`src/rtl/score_keeper_pkg.sv`:
```
// ============================================================================
// score_keeper_pkg : match state encoding, winner codes, default limits
// Revision 1.0 - initial release
// ============================================================================
`default_nettype none

package score_keeper_pkg;

    typedef enum logic [1:0] {
        ST_IDLE    = 2'd0,
        ST_PLAYING = 2'd1,
        ST_OVER    = 2'd2
    } state_e;

    localparam logic [1:0] WINNER_NONE = 2'b00;
    localparam logic [1:0] WINNER_P1   = 2'b01;
    localparam logic [1:0] WINNER_P2   = 2'b10;
    localparam logic [1:0] WINNER_TIE  = 2'b11;

    localparam int unsigned DEF_MAX_SCORE = 999;
    localparam int unsigned DEF_WIN_SCORE = 100;

endpackage

`default_nettype wire

```
`src/rtl/score_keeper_edge.sv`:
```
// ============================================================================
// rise_edge_det : registered one-cycle pulse on a 0->1 transition of sig_i
// Revision 1.0 - initial release
// ============================================================================
`default_nettype none

module rise_edge_det (
    input  logic clk,
    input  logic reset,
    input  logic sig_i,
    output logic edge_o
);

    logic prev_q;
    logic edge_q;

    always_ff @(posedge clk) begin
        if (reset) begin
            prev_q <= 1'b0;
            edge_q <= 1'b0;
        end else begin
            prev_q <= sig_i;
            edge_q <= sig_i & ~prev_q;
        end
    end

    assign edge_o = edge_q;

endmodule

`default_nettype wire

```
`src/rtl/score_keeper.sv`:
```
// ============================================================================
// score_keeper : match FSM and saturating per-player score accumulators
// Revision 1.0 - initial release
// ============================================================================
`default_nettype none

module score_keeper
    import score_keeper_pkg::*;
#(
    parameter int unsigned SCORE_W   = 10,
    parameter int unsigned MAX_SCORE = DEF_MAX_SCORE,
    parameter int unsigned WIN_SCORE = DEF_WIN_SCORE,
    parameter int unsigned PTS_W     = 4
) (
    input  logic               clk,
    input  logic               reset,
    input  logic               start,
    input  logic               hit_p1,
    input  logic               hit_p2,
    input  logic [PTS_W-1:0]   pts_p1,
    input  logic [PTS_W-1:0]   pts_p2,
    output logic [SCORE_W-1:0] score1,
    output logic [SCORE_W-1:0] score2,
    output logic               playing,
    output logic               game_over,
    output logic [1:0]         winner,
    output logic               score_upd
);

    localparam logic [SCORE_W:0]   C_MAX_EXT = (SCORE_W+1)'(MAX_SCORE);
    localparam logic [SCORE_W-1:0] C_MAX     = SCORE_W'(MAX_SCORE);
    localparam logic [SCORE_W-1:0] C_WIN     = SCORE_W'(WIN_SCORE);
    localparam logic               C_WIN_EN  = (WIN_SCORE != 0);

    state_e             state_q, state_d;
    logic [SCORE_W-1:0] score1_q, score1_d;
    logic [SCORE_W-1:0] score2_q, score2_d;
    logic [1:0]         winner_q, winner_d;
    logic               upd_q;
    logic [PTS_W-1:0]   pts1_q, pts2_q;

    logic               w_start_ev, w_hit1_ev, w_hit2_ev;
    logic [SCORE_W:0]   w_sum1, w_sum2;
    logic [SCORE_W-1:0] w_sat1, w_sat2;
    logic               w_p1_win, w_p2_win;

    rise_edge_det u_start_det (.clk(clk), .reset(reset), .sig_i(start),  .edge_o(w_start_ev));
    rise_edge_det u_hit1_det  (.clk(clk), .reset(reset), .sig_i(hit_p1), .edge_o(w_hit1_ev));
    rise_edge_det u_hit2_det  (.clk(clk), .reset(reset), .sig_i(hit_p2), .edge_o(w_hit2_ev));

    // Points are captured on the same edge that registers the hit pulse.
    always_ff @(posedge clk) begin
        if (reset) begin
            pts1_q <= '0;
            pts2_q <= '0;
        end else begin
            pts1_q <= pts_p1;
            pts2_q <= pts_p2;
        end
    end

    assign w_sum1 = {1'b0, score1_q} + {{(SCORE_W+1-PTS_W){1'b0}}, pts1_q};
    assign w_sum2 = {1'b0, score2_q} + {{(SCORE_W+1-PTS_W){1'b0}}, pts2_q};
    assign w_sat1 = (w_sum1 > C_MAX_EXT) ? C_MAX : w_sum1[SCORE_W-1:0];
    assign w_sat2 = (w_sum2 > C_MAX_EXT) ? C_MAX : w_sum2[SCORE_W-1:0];

    assign w_p1_win = C_WIN_EN && (score1_q >= C_WIN);
    assign w_p2_win = C_WIN_EN && (score2_q >= C_WIN);

    always_ff @(posedge clk) begin
        if (reset) begin
            state_q  <= ST_IDLE;
            score1_q <= '0;
            score2_q <= '0;
            winner_q <= WINNER_NONE;
            upd_q    <= 1'b0;
        end else begin
            state_q  <= state_d;
            score1_q <= score1_d;
            score2_q <= score2_d;
            winner_q <= winner_d;
            upd_q    <= (score1_d != score1_q) || (score2_d != score2_q);
        end
    end

    always_comb begin
        state_d  = state_q;
        score1_d = score1_q;
        score2_d = score2_q;
        winner_d = winner_q;
        case (state_q)
            ST_IDLE, ST_OVER: begin
                if (w_start_ev) begin
                    state_d  = ST_PLAYING;
                    score1_d = '0;
                    score2_d = '0;
                    winner_d = WINNER_NONE;
                end
            end
            ST_PLAYING: begin
                // Once a winning score is visible the match closes; late hits are dropped.
                if (w_p1_win || w_p2_win) begin
                    state_d  = ST_OVER;
                    winner_d = {w_p2_win, w_p1_win};
                end else begin
                    if (w_hit1_ev) score1_d = w_sat1;
                    if (w_hit2_ev) score2_d = w_sat2;
                end
            end
            default: state_d = ST_IDLE;
        endcase
    end

    assign score1    = score1_q;
    assign score2    = score2_q;
    assign playing   = (state_q == ST_PLAYING);
    assign game_over = (state_q == ST_OVER);
    assign winner    = winner_q;
    assign score_upd = upd_q;

endmodule

`default_nettype wire
```
`config.mk`:
```
export PLATFORM = sky130hd
export DESIGN_NAME = score_keeper
export DESIGN_NICKNAME = d
export VERILOG_FILES = /design/src/rtl/score_keeper_pkg.sv /design/src/rtl/score_keeper_edge.sv /design/src/rtl/score_keeper.sv
export SDC_FILE = /design/constraint.sdc
export NUM_CORES = 1
export LEC_CHECK = 0
export BUFFER_PORTS_ARGS = -buffer_cell sky130_fd_sc_hd__buf_2
export CORE_ASPECT_RATIO = 1.1
export CORE_UTILIZATION = 55
export DETAILED_ROUTE_END_ITERATION = 6
export GPL_TIMING_DRIVEN = 0
export PLACE_DENSITY_LB_ADDON = 0.3
export SLEW_MARGIN = 20
export SYNTH_ARGS = -nofsm -noshare
export SYNTH_HDL_FRONTEND = slang
export SYNTH_SLANG_ARGS = --single-unit
```
`constraint.sdc`:
```
create_clock -name clk -period 2.9 [get_ports clk]
set_input_delay 0.435 -clock clk [delete_from_list [all_inputs] [get_ports clk]]
set_output_delay 0.435 -clock clk [all_outputs]
set_load 0.02 [all_outputs]
```
==> results.yml <==
timing:
  clock.fmax_ghz: 0.388
  relSlewSlack_pct: 64.4
  period_needed_ns: 2.58
  fin_crit_sh_pct: 89.0
  finalSetupTns_ns: 0
  setup_viol: 0
  slew_violations: 0
  fin_skew_ns: 0.00918
  hold_viol_final: 0
  holdWs_ns: 0.274
  tightest_slew_ns: 0.528
  rsz0062_at_grt: "false"
routing:
  routed.top_layer: "met4"
  drcViolationCount: 0
  wl_met3_um: 352
  drt_pre_antenna_iters: 4
  wl_mm: 4.67
  drt_iter0_markers: 115
  wl_per_cell_um: 14.4
  ant_nets: 0
  vias: 1877
  wl_met2_mm: 2.11
  met1Wirelength_mm: 2.11
  vias_per_cell: 5.79
die:
  core-area_sq_um: 3410
  dieArea_sq_um: 3930
  start_util_pct: 59.3
  fp.dieW_um: 59.9
  io_pins: 38
  die_height_um: 65.7
  std_cell_rows: 22
setup_path:
  worstSetupStartpointType: "register"
  cp_data_arrival_time_ns: 2.86
  crit_type: "register to register"
  crit_path_end_kind: "register"
  crit_required_ns: 3.18
  cp_max_fo: 6
clock_network:
  cts_resized: 0
  post_cts_buffers: 0
  clk_pin_slew_ns: 0.12
  root_buffer: "clkbuf_4"
  cts_hold_buffers: 0
  cts_sinks: 39
  clockBufferDepth: 2
  cts_inserted_buffers: 5
  cts_max_level: 2
  insertion_delay_ns: 0.35
  tritoncts: "built"
layout:
  num_antenna_cells: 0
  syn_to_final_growth_pct: 17.3
  final_layout_size_suffix_gt1_share_pct: 22.1
  final_cell_mix: "dfxtp_1 (39), buf_2 (38), nor2_1 (22)"
  layout_commonest_cell: "dfxtp_1"
  nNetsFinal: 298
  final_util_pct: 69.6
synth:
  syn_area_sq_um: 2030
  synth-async-reset-ratio_pct: 0
  ys_seq_elements: 39
  postSynthCellCount: 231
  syn-num-nets: 254
  synth_edf_count: 0
  ys_types: 52
  synth_flop_cell: "dfxtp_1"
  yosysWarnings: 0
  syn_avg_cell_area_sq_um: 8.77
  ys_seq_area_share_pct: 38.5
place:
  hpwlAfterDp_mm: 3.44
  io_buffers: 37
  gp_congestion: 0.921
pwr:
  irDropWorstVdd_v: 0.000394
  total_power_uw: 1100
  power_density_nw_per_um2: 463
  cellLeakagePower_uw: 0.000994
global_routing:
  gr-total-overflow: 0
  grt_start_max_net_pins: 14
  grt_pass1_wl_mm: 7.82
  gr-usage-all-layers_pct: 26.8
  grt_antenna_before_repair: 0
  grt_pass1_vias: 1637
min_path:
  hp-class: "input port to register"
flow_run:
  max_cap_violations: 0
status:
  outcome: "completed"
-- where the power goes --
part / switching [uW] / internal [uW]
registers: 8.89 / 548
clock network: 186 / 268
logic: 54.9 / 34.6
-- critical path, stage by stage, from the launching register on --
cell      delay [ns]
dfxtp_1         0.45
ha_1            0.24
inv_1           0.07
fa_1            0.40
nand2b_1        0.16
a21oi_1         0.35
o21ai_0         0.17
a311oi_1        0.40
a311oi_1        0.08
a41oi_1         0.20
-- layer usage --
layer / global-route usage [%] / up-vias
met5: 0 / -
li1: - / 922
met1: 38.3 / 851
met2: 39.6 / 94
met4: 9.30 / 0
met3: 5.51 / 10
-- cell usage after synthesis, drive strengths merged, types with 3 or more instances --
cell	n	area (sq um)
a21oi	21	105
clkbuf	5	18.8
nand3	11	67.6
a31oi	6	37.5
a22oi	3	22.5
ha	8	100
and3	9	60.1
inv	11	41.3
nand2b	3	18.8
o21ai	11	55.1
nor2	24	100
a41oi	3	26.3
nor2b	16	100
buf	5	50.0
dfxtp	39	781
a311oi	3	26.3
nand2	13	48.8
-- state kept, by name, summed over array words and instances (netlist names) --
name and count:
u_hit2_det.prev_q 1, u_start_det.edge_o 1, pts1_q 4, score2 10
score1 10, pts2_q 4, score_upd 1, state_q 2
winner 2, u_hit1_det.prev_q 1, u_hit2_det.edge_o 1, u_start_det.prev_q 1
u_hit1_det.edge_o 1
-- per-stage QoR --
step | setup WS [ns] | instances | area [sq um]
detailed placement | 0.425 | 316 | 2270
global placement | 0.450 | 316 | 2270
global route | 0.0958 | 324 | 2380
floorplan | 0.658 | 231 | 2030
finish | 0.320 | 324 | 2380
CTS | 0.346 | 324 | 2380
-- cell families (layout without fill, tap and decap cells) --
logic type,after synthesis,count (layout),synth area share (%)
AO/OA/AOI/OAI,65,65,22.4
XOR/XNOR,3,3,1.30
adder cells (fa/ha/maj),10,10,6.92
buffers and inverters,21,66,5.44
flip-flops,39,39,38.5
multiplexers,1,1,0.556
AND/OR/NAND/NOR,92,92,24.9
-- final cells by class --
cell class	count	area, sq um
fill	304	1040
timing repair buffer	37	185
clock buffer	5	37.5
buffer	10	68.8
sequential	39	781
clock inverter	3	67.6
inverter	11	41.3
tap	48	60.1
multi-input combinational	171	1130
-- path summary, 6_finish.rpt --
| path | cells after the start | slack [ns] | end | start |
|---|---|---|---|---|
| worst max-delay path | 9 | 0.32 | score_upd | score2[0] |
| worst min-delay path | 2 | 0.27 | u_hit2_det.prev_q | reset |
| worst max register to register | 9 | 0.32 | score_upd | score2[0] |
| worst min register to register | 1 | 0.39 | u_hit2_det.edge_o | u_hit2_det.prev_q |
(Power assumes the default switching activity.)
